<file path="config.mk">
export PLATFORM = sky130hd
export DESIGN_NAME = iter_multiplier_flat
export DESIGN_NICKNAME = d
export VERILOG_FILES = /design/src/rtl/iter_multiplier_if.sv /design/src/rtl/iter_multiplier.sv /design/src/flat_wrapper.sv
export SDC_FILE = /design/constraint.sdc
export NUM_CORES = 1
export LEC_CHECK = 0
export CORE_MARGIN = 1.5
export CORE_UTILIZATION = 45
export DETAILED_ROUTE_END_ITERATION = 10
export PLACE_DENSITY = 0.74
export RECOVER_POWER = 50
export SETUP_SLACK_MARGIN = 0.5
export SLEW_MARGIN = 5
export SYNTH_ARGS = -nofsm -noshare
export SYNTH_HDL_FRONTEND = slang
export SYNTH_SLANG_ARGS = --single-unit
</file>
<file path="constraint.sdc">
create_clock -name clk -period 13.8 [get_ports clk]
set_clock_uncertainty 0.2 [all_clocks]
set_input_delay 2.76 -clock clk [delete_from_list [all_inputs] [get_ports clk]]
set_output_delay 2.76 -clock clk [all_outputs]
set_load 0.005 [all_outputs]
</file>
<file path="src/rtl/iter_multiplier_if.sv">
// Request/response bundle between the ALU mult path and the iterative multiplier.
// The ALU side is the master: it issues a begin pulse and collects the product on mult_end.
interface iter_multiplier_if #(
  parameter int WIDTH = 32
);
  logic               mult_begin;
  logic               mult_signed;
  logic [WIDTH-1:0]   mult_op1;
  logic [WIDTH-1:0]   mult_op2;
  logic [2*WIDTH-1:0] product;
  logic               mult_end;
  logic               busy;

  modport master (
    output mult_begin, mult_signed, mult_op1, mult_op2,
    input  product, mult_end, busy
  );

  modport slave (
    input  mult_begin, mult_signed, mult_op1, mult_op2,
    output product, mult_end, busy
  );
endinterface

</file>
<file path="src/rtl/iter_multiplier.sv">
// Multi-cycle sign-magnitude multiplier: retires BITS_PER_CYCLE multiplier bits per cycle.
// Latency WIDTH/BITS_PER_CYCLE cycles (fewer with EARLY_OUT); begin is ignored while busy.
module iter_multiplier #(
  parameter int WIDTH          = 32,
  parameter int BITS_PER_CYCLE = 1,
  parameter int EARLY_OUT      = 0
) (
  input  logic             clk,
  input  logic             resetn,
  iter_multiplier_if.slave bus
);
  localparam int K  = BITS_PER_CYCLE;
  localparam int N  = WIDTH / K;
  localparam int SW = $clog2(N + 1);

  typedef enum logic [1:0] {IDLE, RUN, DONE} state_t;

  state_t             state, state_nxt;
  logic [WIDTH-1:0]   mcand, mplr, mplr_nxt;
  logic [WIDTH-1:0]   mag1, mag2;
  logic [2*WIDTH-1:0] acc, acc_nxt, partial, prod_q;
  logic [SW-1:0]      step, step_nxt;
  logic [K-1:0]       digit;
  logic [31:0]        shamt;
  logic               neg, end_q, accept, finish;

  assign accept = bus.mult_begin && (state == IDLE || state == DONE);

  // Operands are stored as unsigned magnitudes; the most negative value maps to 2^(W-1).
  assign mag1 = (bus.mult_signed && bus.mult_op1[WIDTH-1]) ? -bus.mult_op1 : bus.mult_op1;
  assign mag2 = (bus.mult_signed && bus.mult_op2[WIDTH-1]) ? -bus.mult_op2 : bus.mult_op2;

  assign digit    = mplr[K-1:0];
  assign shamt    = K * 32'(step);
  assign partial  = ({{WIDTH{1'b0}}, mcand} * {{(2*WIDTH-K){1'b0}}, digit}) << shamt;
  assign acc_nxt  = acc + partial;
  assign mplr_nxt = mplr >> K;
  assign step_nxt = step + 1'b1;
  assign finish   = (step_nxt == SW'(N)) || ((EARLY_OUT != 0) && (mplr_nxt == '0));

  always_ff @(posedge clk or negedge resetn) begin
    if (!resetn) state <= IDLE;
    else         state <= state_nxt;
  end

  always_comb begin
    state_nxt = state;
    case (state)
      IDLE:    if (accept) state_nxt = RUN;
      RUN:     if (finish) state_nxt = DONE;
      DONE:    state_nxt = accept ? RUN : IDLE;
      default: state_nxt = IDLE;
    endcase
  end

  always_ff @(posedge clk or negedge resetn) begin
    if (!resetn) begin
      mcand  <= '0;
      mplr   <= '0;
      acc    <= '0;
      step   <= '0;
      neg    <= 1'b0;
      prod_q <= '0;
      end_q  <= 1'b0;
    end else begin
      end_q <= 1'b0;
      if (accept) begin
        mcand <= mag1;
        mplr  <= mag2;
        neg   <= bus.mult_signed & (bus.mult_op1[WIDTH-1] ^ bus.mult_op2[WIDTH-1]);
        acc   <= '0;
        step  <= '0;
      end else if (state == RUN) begin
        acc  <= acc_nxt;
        mplr <= mplr_nxt;
        step <= step_nxt;
        // product only moves on completion; it holds through the next operation's RUN
        if (finish) begin
          prod_q <= neg ? -acc_nxt : acc_nxt;
          end_q  <= 1'b1;
        end
      end
    end
  end

  assign bus.product  = prod_q;
  assign bus.mult_end = end_q;
  assign bus.busy     = (state == RUN);
endmodule

</file>
<file path="src/flat_wrapper.sv">
// flat-port wrapper written by rule: the top's interface ports become plain ports
module iter_multiplier_flat 
#(
  parameter int WIDTH          = 32,
  parameter int BITS_PER_CYCLE = 1,
  parameter int EARLY_OUT      = 0
)
  (clk, resetn, bus_mult_begin, bus_mult_signed, bus_mult_op1, bus_mult_op2, bus_product, bus_mult_end, bus_busy);
  iter_multiplier_if #(.WIDTH(WIDTH)) bus_i ();
  input  logic clk;
  input  logic resetn;
  input wire logic [$bits(bus_i.mult_begin)-1:0] bus_mult_begin;
  input wire logic [$bits(bus_i.mult_signed)-1:0] bus_mult_signed;
  input wire logic [$bits(bus_i.mult_op1)-1:0] bus_mult_op1;
  input wire logic [$bits(bus_i.mult_op2)-1:0] bus_mult_op2;
  output wire logic [$bits(bus_i.product)-1:0] bus_product;
  output wire logic [$bits(bus_i.mult_end)-1:0] bus_mult_end;
  output wire logic [$bits(bus_i.busy)-1:0] bus_busy;
  assign bus_i.mult_begin = bus_mult_begin;
  assign bus_i.mult_signed = bus_mult_signed;
  assign bus_i.mult_op1 = bus_mult_op1;
  assign bus_i.mult_op2 = bus_mult_op2;
  assign bus_product = bus_i.product;
  assign bus_mult_end = bus_i.mult_end;
  assign bus_busy = bus_i.busy;
  iter_multiplier #(.WIDTH(WIDTH), .BITS_PER_CYCLE(BITS_PER_CYCLE), .EARLY_OUT(EARLY_OUT)) u_core (.clk(clk), .resetn(resetn), .bus(bus_i));
endmodule
</file>
Yosys cells after proc, flatten, opt, wreduce, memory -nomap -nowiden
Cells that the tools add are included.

cells by class
  divide/modulo/power cells = 0
  multiplexer cells = 16
  order comparisons = 0
  bitwise operators = 3
  shift-type cells = 1
  eq/ne operators = 5
  add/subtract/negate cells = 5
  reductions and logical operators = 8
  $mul = 1

operators with widths
  cell                                                                    count
  64-bit two-way mux                                                      3
  32-bit two-way mux                                                      4
  64-bit adder                                                            1
  32-bit negator                                                          2
  64-bit negator                                                          1
  33-bit by 6-bit << shifter with 64-bit output                           1
  32-bit by 1-bit multiplier with 33-bit output                           1
  6-bit two-way mux                                                       2
  6-bit by 1-bit adder with 6-bit output (second input constant)          1
  6-bit equality test (second input constant)                             1
  2-bit one-hot mux with 3 select lines                                   1
  1-bit two-way mux                                                       4
  2-bit two-way mux                                                       2
  2-bit by 1-bit != test with 1-bit output (second input constant)        2
  1-bit logical AND                                                       3
  3-bit AND reduction                                                     1
  2-bit by 1-bit equality test with 1-bit output (second input constant)  1
  2-bit equality test (second input constant)                             1
  2-bit zero test                                                         1
  2-bit AND reduction                                                     1
  2-bit nonzero test                                                      1
  1-bit AND                                                               1
  1-bit logical OR                                                        1
  1-bit NOT                                                               1
  1-bit XOR                                                               1

word-level totals
  bits of input ports = 68
  output and inout bits = 66
  bits in latches = 0
  ROM bits = 0
  memory bits (writable) = 0
  logic and storage cells = 47
  memories = 0
  register bits = 202

Longest topological paths before layout
  depth in word-level cells = 5
  mapped depth = 28
  mapped depth without buffers = 23

Worst setup path before layout
No wires, ideal clock.

  kind = register to register
  start point = register u_core.step[0]
  end point = register u_core.prod_q[61], in the netlist u_core.bus.product[61]
  required time = 13.469 ns
  cell stages (with the launch flop) = 28
  library setup time = 0.131 ns
  period minus slack after synthesis = 6.706 ns
  path buffers = 5
  slack = 7.094 ns
  arrival time = 6.374 ns
  cell sequence = dfrtp_1 clkbuf_1 buf_1 clkbuf_1 mux2_2 nand2_1 o21ai_0 nand3_1 o21ai_0 mux2i_1 nor2_1 a21oi_1 o22ai_1 ha_1 clkbuf_1 nand4_1 nor2_1 nand2_1 a2111oi_0 nor3_1 xnor2_1 a211oi_2 or4b_1 or4_1 buf_4 o31ai_1 xor2_1 o21ai_1

on the way
  cells in the longest elaborated chain, start to end = 4
  elaborated cells on any way between the ends = 7
  classes of those cells = add/sub: 3; eq/ne: 1; shift: 1; mux: 1; reduce/logical: 1

RTL lines
  element                                        RTL line               text
  start, declared                                iter_multiplier.sv:22  logic [SW-1:0] step, step_nxt;
  start signal, assigned                         iter_multiplier.sv:76  step <= step_nxt;
  33-bit by 6-bit << shifter with 64-bit output  iter_multiplier.sv:35  assign partial = ({{WIDTH{1'b0}}, mcand} * {{(2*WIDTH-K){1'b0}}, digit}) << shamt;
  64-bit adder                                   iter_multiplier.sv:36  assign acc_nxt = acc + partial;
  64-bit negator                                 iter_multiplier.sv:79  prod_q <= neg ? -acc_nxt : acc_nxt;
  64-bit two-way mux                             iter_multiplier.sv:79
  end signal, assigned                           iter_multiplier.sv:79
  end, declared                                  iter_multiplier.sv:21  logic [2*WIDTH-1:0] acc, acc_nxt, partial, prod_q;

Several ways; a longest one is shown, not always the timed one.
A chain may end at the register's enable or synchronous reset.

Worst setup path after layout
  start point = register u_core.step[2]
  end point = register u_core.prod_q[61], in the netlist u_core.bus.product[61]

Same word-level chain as after synthesis.

==> run_summary.xml <==
<?xml version="1.0" encoding="UTF-8"?>
<metrics>
  <group name="critical_path">
    <metric name="arrival_time_worst_endpoint" unit="ns">9.49</metric>
    <metric name="critical_path_required" unit="ns">13.94</metric>
    <metric name="slowest_stage" unit="">clkbuf_1</metric>
    <metric name="crit_chain" unit="">clkbuf_1 &gt; inv_1 &gt; and3_1 &gt; a31oi_1 &gt; nor2_1 &gt; nand2_1 &gt; o21ai_0 &gt; and2_1 &gt; ha_1 &gt; nand4_1 &gt; nor4_1 &gt; a22oi_1 &gt; a221oi_1 &gt; nor3_1 &gt; xnor2_1 &gt; a211oi_2 &gt; or4b_1 &gt; or4_1 &gt; o31ai_1 &gt; xor2_1 &gt; o21ai_1</metric>
    <metric name="critPathTopFamily" unit="">simple AND/OR/NAND/NOR gates</metric>
    <metric name="timing.critical_path.from_type" unit="">flop</metric>
    <metric name="slowest_delay" unit="ns">1.22</metric>
    <metric name="crit_path_start" unit="">u_core.step[2]</metric>
    <metric name="worst-setup-path-type" unit="">flop to flop</metric>
    <metric name="critical_path_buf_inv_count" unit="">2</metric>
    <metric name="worstPathMaxFanout" unit="">46</metric>
    <metric name="regToRegStartpoint" unit="">u_core.step[2]</metric>
    <metric name="worst_setup_path_end_kind" unit="">flop</metric>
  </group>
  <group name="sta">
    <metric name="fin_setup_tns" unit="ns">0</metric>
    <metric name="slew_violations" unit="">383</metric>
    <metric name="max_freq" unit="MHz">107</metric>
    <metric name="final.period_utilization" unit="">0.678</metric>
    <metric name="final-setup-viol-count" unit="">0</metric>
    <metric name="total_count_of_hold_check_failures_in_the_final_report" unit="">0</metric>
    <metric name="relSlewSlack" unit="">-1.52</metric>
    <metric name="tightestPinTransition" unit="ns">3.78</metric>
    <metric name="grt_setup_unrepaired" unit="">no</metric>
    <metric name="period_needed" unit="ns">9.35</metric>
  </group>
  <group name="cts">
    <metric name="insertion_delay" unit="ns">0.56</metric>
    <metric name="cts.reportedPaths.clkPinSlew" unit="ns">0.06</metric>
    <metric name="clkSinkCount" unit="">202</metric>
    <metric name="cts.hold.buffers_added" unit="">0</metric>
    <metric name="post-cts-setup-buffers" unit="">0</metric>
    <metric name="cts-root-to-sink-buffers" unit="">3</metric>
    <metric name="cts.htree.levels" unit="">1</metric>
    <metric name="post_cts_resize_count" unit="">0</metric>
    <metric name="tritoncts" unit="">built</metric>
    <metric name="root_buffer_cell" unit="">clkbuf_16</metric>
    <metric name="cts-buffers-inserted" unit="">23</metric>
  </group>
  <group name="logic_synthesis">
    <metric name="synth.most_common_cell" unit="">nand2_1</metric>
    <metric name="synthArstFlopShare" unit="">1.00</metric>
    <metric name="synthDominantAreaCellType" unit="">dfrtp_1</metric>
    <metric name="synth_enable_flop_cells" unit="">0</metric>
    <metric name="ys_warn_count" unit="">0</metric>
    <metric name="post-synth-top-area-fraction" unit="">0.292</metric>
    <metric name="netlist_area" unit="um2">17300</metric>
    <metric name="yosys-top-cells-count" unit="">nand2_1, o21ai_0, dfrtp_1, nor2_1, a21oi_1</metric>
    <metric name="synth_cells" unit="">2206</metric>
    <metric name="dominantRegCellSynth" unit="">dfrtp_1</metric>
    <metric name="synthesis.area_per_instance" unit="um2">7.86</metric>
    <metric name="synth_fp_nets" unit="">2343</metric>
    <metric name="synthTopCellsByArea" unit="">dfrtp_1, o21ai_0, nand2_1, ha_1, xor2_1</metric>
    <metric name="synth.distinct_cells" unit="">100</metric>
    <metric name="synth.ff_latch_count" unit="">202</metric>
    <metric name="ys_seq_area_frac" unit="">0.292</metric>
  </group>
  <group name="global_routing">
    <metric name="grt_overflow" unit="">0</metric>
    <metric name="met3_usage" unit="">0.0339</metric>
    <metric name="grt.total_usage" unit="">0.290</metric>
    <metric name="grt_start_max_net_pins" unit="">79</metric>
    <metric name="global_routing_usage_on_met1" unit="">0.396</metric>
    <metric name="first_global_vias" unit="">15911</metric>
    <metric name="global_route.usage.met2" unit="">0.462</metric>
    <metric name="top_usage_layer_grt" unit="">met2</metric>
    <metric name="global_route_wire_length_before_repair" unit="um">89500</metric>
    <metric name="grt_antenna_before_repair" unit="">0</metric>
  </group>
  <group name="floorplanning">
    <metric name="floorplan.rows" unit="">71</metric>
    <metric name="die_w" unit="um">199</metric>
    <metric name="io-pin-count" unit="">134</metric>
    <metric name="fp.coreArea" unit="um2">37800</metric>
    <metric name="dieArea" unit="um2">39700</metric>
    <metric name="starting_density_of_the_core" unit="">0.459</metric>
    <metric name="fp.dieH" unit="um">199</metric>
  </group>
  <group name="placed_design">
    <metric name="hpwl" unit="um">44500</metric>
    <metric name="port-buffer-count" unit="">133</metric>
    <metric name="placed_cells" unit="">2733</metric>
    <metric name="gp_congestion" unit="">0.980</metric>
  </group>
  <group name="final_layout">
    <metric name="finalNonFillerCells" unit="">2775</metric>
    <metric name="area.growth.synth_to_final" unit="%">13.8</metric>
    <metric name="finalNetCount" unit="">2384</metric>
    <metric name="post_route_cells_drive_above_1_share" unit="">0.0544</metric>
  </group>
  <group name="pwr">
    <metric name="share_of_power_burned_in_combinational_logic" unit="">0.660</metric>
    <metric name="powerDensity" unit="nW/um2">259</metric>
    <metric name="leakage" unit="nW">8.21</metric>
    <metric name="power.share.clock" unit="">0.135</metric>
    <metric name="max-vdd-ir-drop" unit="V">0.0000903</metric>
    <metric name="internal-power" unit="mW">2.54</metric>
    <metric name="switchingPower" unit="mW">2.56</metric>
    <metric name="total_power" unit="mW">5.10</metric>
    <metric name="seqPwrFrac" unit="">0.205</metric>
    <metric name="p_sw_frac" unit="">0.501</metric>
  </group>
  <group name="min_path">
    <metric name="holdCritStartpoint" unit="">u_core.bus.product[34]</metric>
    <metric name="min-delay-path-class" unit="">flop to flop</metric>
  </group>
  <group name="run_status">
    <metric name="violations" unit="">max-capacitance violations, max-slew violations</metric>
    <metric name="run_status" unit="">finished, violations left</metric>
  </group>
  <group name="job">
    <metric name="drv_cap" unit="">6</metric>
  </group>
  <group name="routing">
    <metric name="post-route-drc-count" unit="">0</metric>
    <metric name="total_number_of_vias" unit="">17093</metric>
    <metric name="wirelength" unit="um">57800</metric>
    <metric name="detail_route.wl_per_cell" unit="um">20.8</metric>
    <metric name="vias_per_cell" unit="">6.16</metric>
    <metric name="drt-pass1-iter-count" unit="">6</metric>
    <metric name="drt_iter0_markers" unit="">1502</metric>
    <metric name="drt.antenna.violating_nets" unit="">0</metric>
  </group>
</metrics>
## tightest hold or removal path, delay by kind of cell, from the launching register on
family	cells	cell delay, ns
compound gates	1	0.06
flops	1	0.33
simple gates	1	0.04
## layout make-up
| cell class | count | area, um2 |
|---|---|---|
| clock inverters | 14 | 216 |
| well taps | 511 | 639 |
| multi-input cells | 1830 | 11600 |
| clock buffers | 27 | 621 |
| repair buffers | 153 | 1460 |
| inverters | 37 | 139 |
| diodes | 1 | 2.50 |
| fillers | 3682 | 18000 |
| flip-flops and latches | 202 | 5060 |
## layer usage
metal	routed length (um)	part of all wire
met1	25700	0.44
met2	26000	0.45
met3	3550	0.061
met4	2490	0.043
met5	0	0
## layout by cell type (no fill, tap or decap), types with 12 or more instances in the layout
cell	instances
or4_1	12
ha_1	68
nand2_1	325
o41ai_1	12
xnor2_1	78
nor2_1	176
a31oi_1	23
o22ai_1	22
mux2i_1	43
a21oi_1	129
a22oi_1	23
inv_1	33
dfrtp_1	201
o21ai_0	266
buf_4	16
and2_1	28
and3_1	14
a21o_1	36
xor2_1	87
a22o_1	49
or3_1	19
nand4_1	29
nor3_1	45
nand2b_1	13
dlygate4sd3_1	21
o31ai_1	25
nor4_1	18
o211ai_1	15
o21bai_1	12
mux4_2	12
clkdlybuf4s50_1	111
nand3_1	49
o21ai_1	25
clkbuf_16	23
## flip-flops by register name, indices dropped and copies added, names as in the netlist
signal               count
u_core.acc              64
u_core.bus.mult_end      1
u_core.mplr             32
u_core.mcand            32
u_core.state             2
u_core.step              6
u_core.bus.product      64
u_core.neg               1
## stage by stage
step / utilization / setup WS, ns / cell area (um2) / hold slack [ns]
floorplan: - / 7.09 / 17300 / 0.247
global placement: 0.501 / 5.39 / 18900 / 0.260
detailed placement: 0.501 / 5.39 / 18900 / 0.269
CTS: 0.523 / 5.38 / 19800 / 0.282
global route: 0.522 / 3.33 / 19700 / 0.292
finish: 0.523 / 4.45 / 19700 / 0.270
## final timing paths
check | endpoint | depth (start not counted) | slack (ns)
hold / removal | u_core.bus.product[34] | 2 | 0.27
hold reg to reg | u_core.bus.product[34] | 2 | 0.27
min in group asynchronous | u_core.bus.product[22] | 1 | 3.27
setup / recovery | u_core.bus.product[61] | 21 | 4.45
max in group asynchronous | u_core.neg | 2 | 4.84
setup reg to reg | u_core.bus.product[61] | 21 | 4.45
## power by group through the flow
stage,Combinational (mW),Clock (mW),Sequential [mW]
global placement,3.27,0,1.05
CTS,3.34,0.699,1.05
finish,3.37,0.687,1.05
floorplan,2.37,0,0.999
global route,3.68,0.721,1.08
detailed placement,3.33,0,1.05
## cells by family after synthesis
family,share of synthesized area
AOI/OAI and AO/OA,0.277
xor gates and xnor gates,0.0847
adders and majority gates,0.0502
buffers and inverters,0.0401
DFF,0.292
muxes,0.0456
and+or+nand+nor,0.211
No activity file was read; power rests on OpenSTA's default activity.
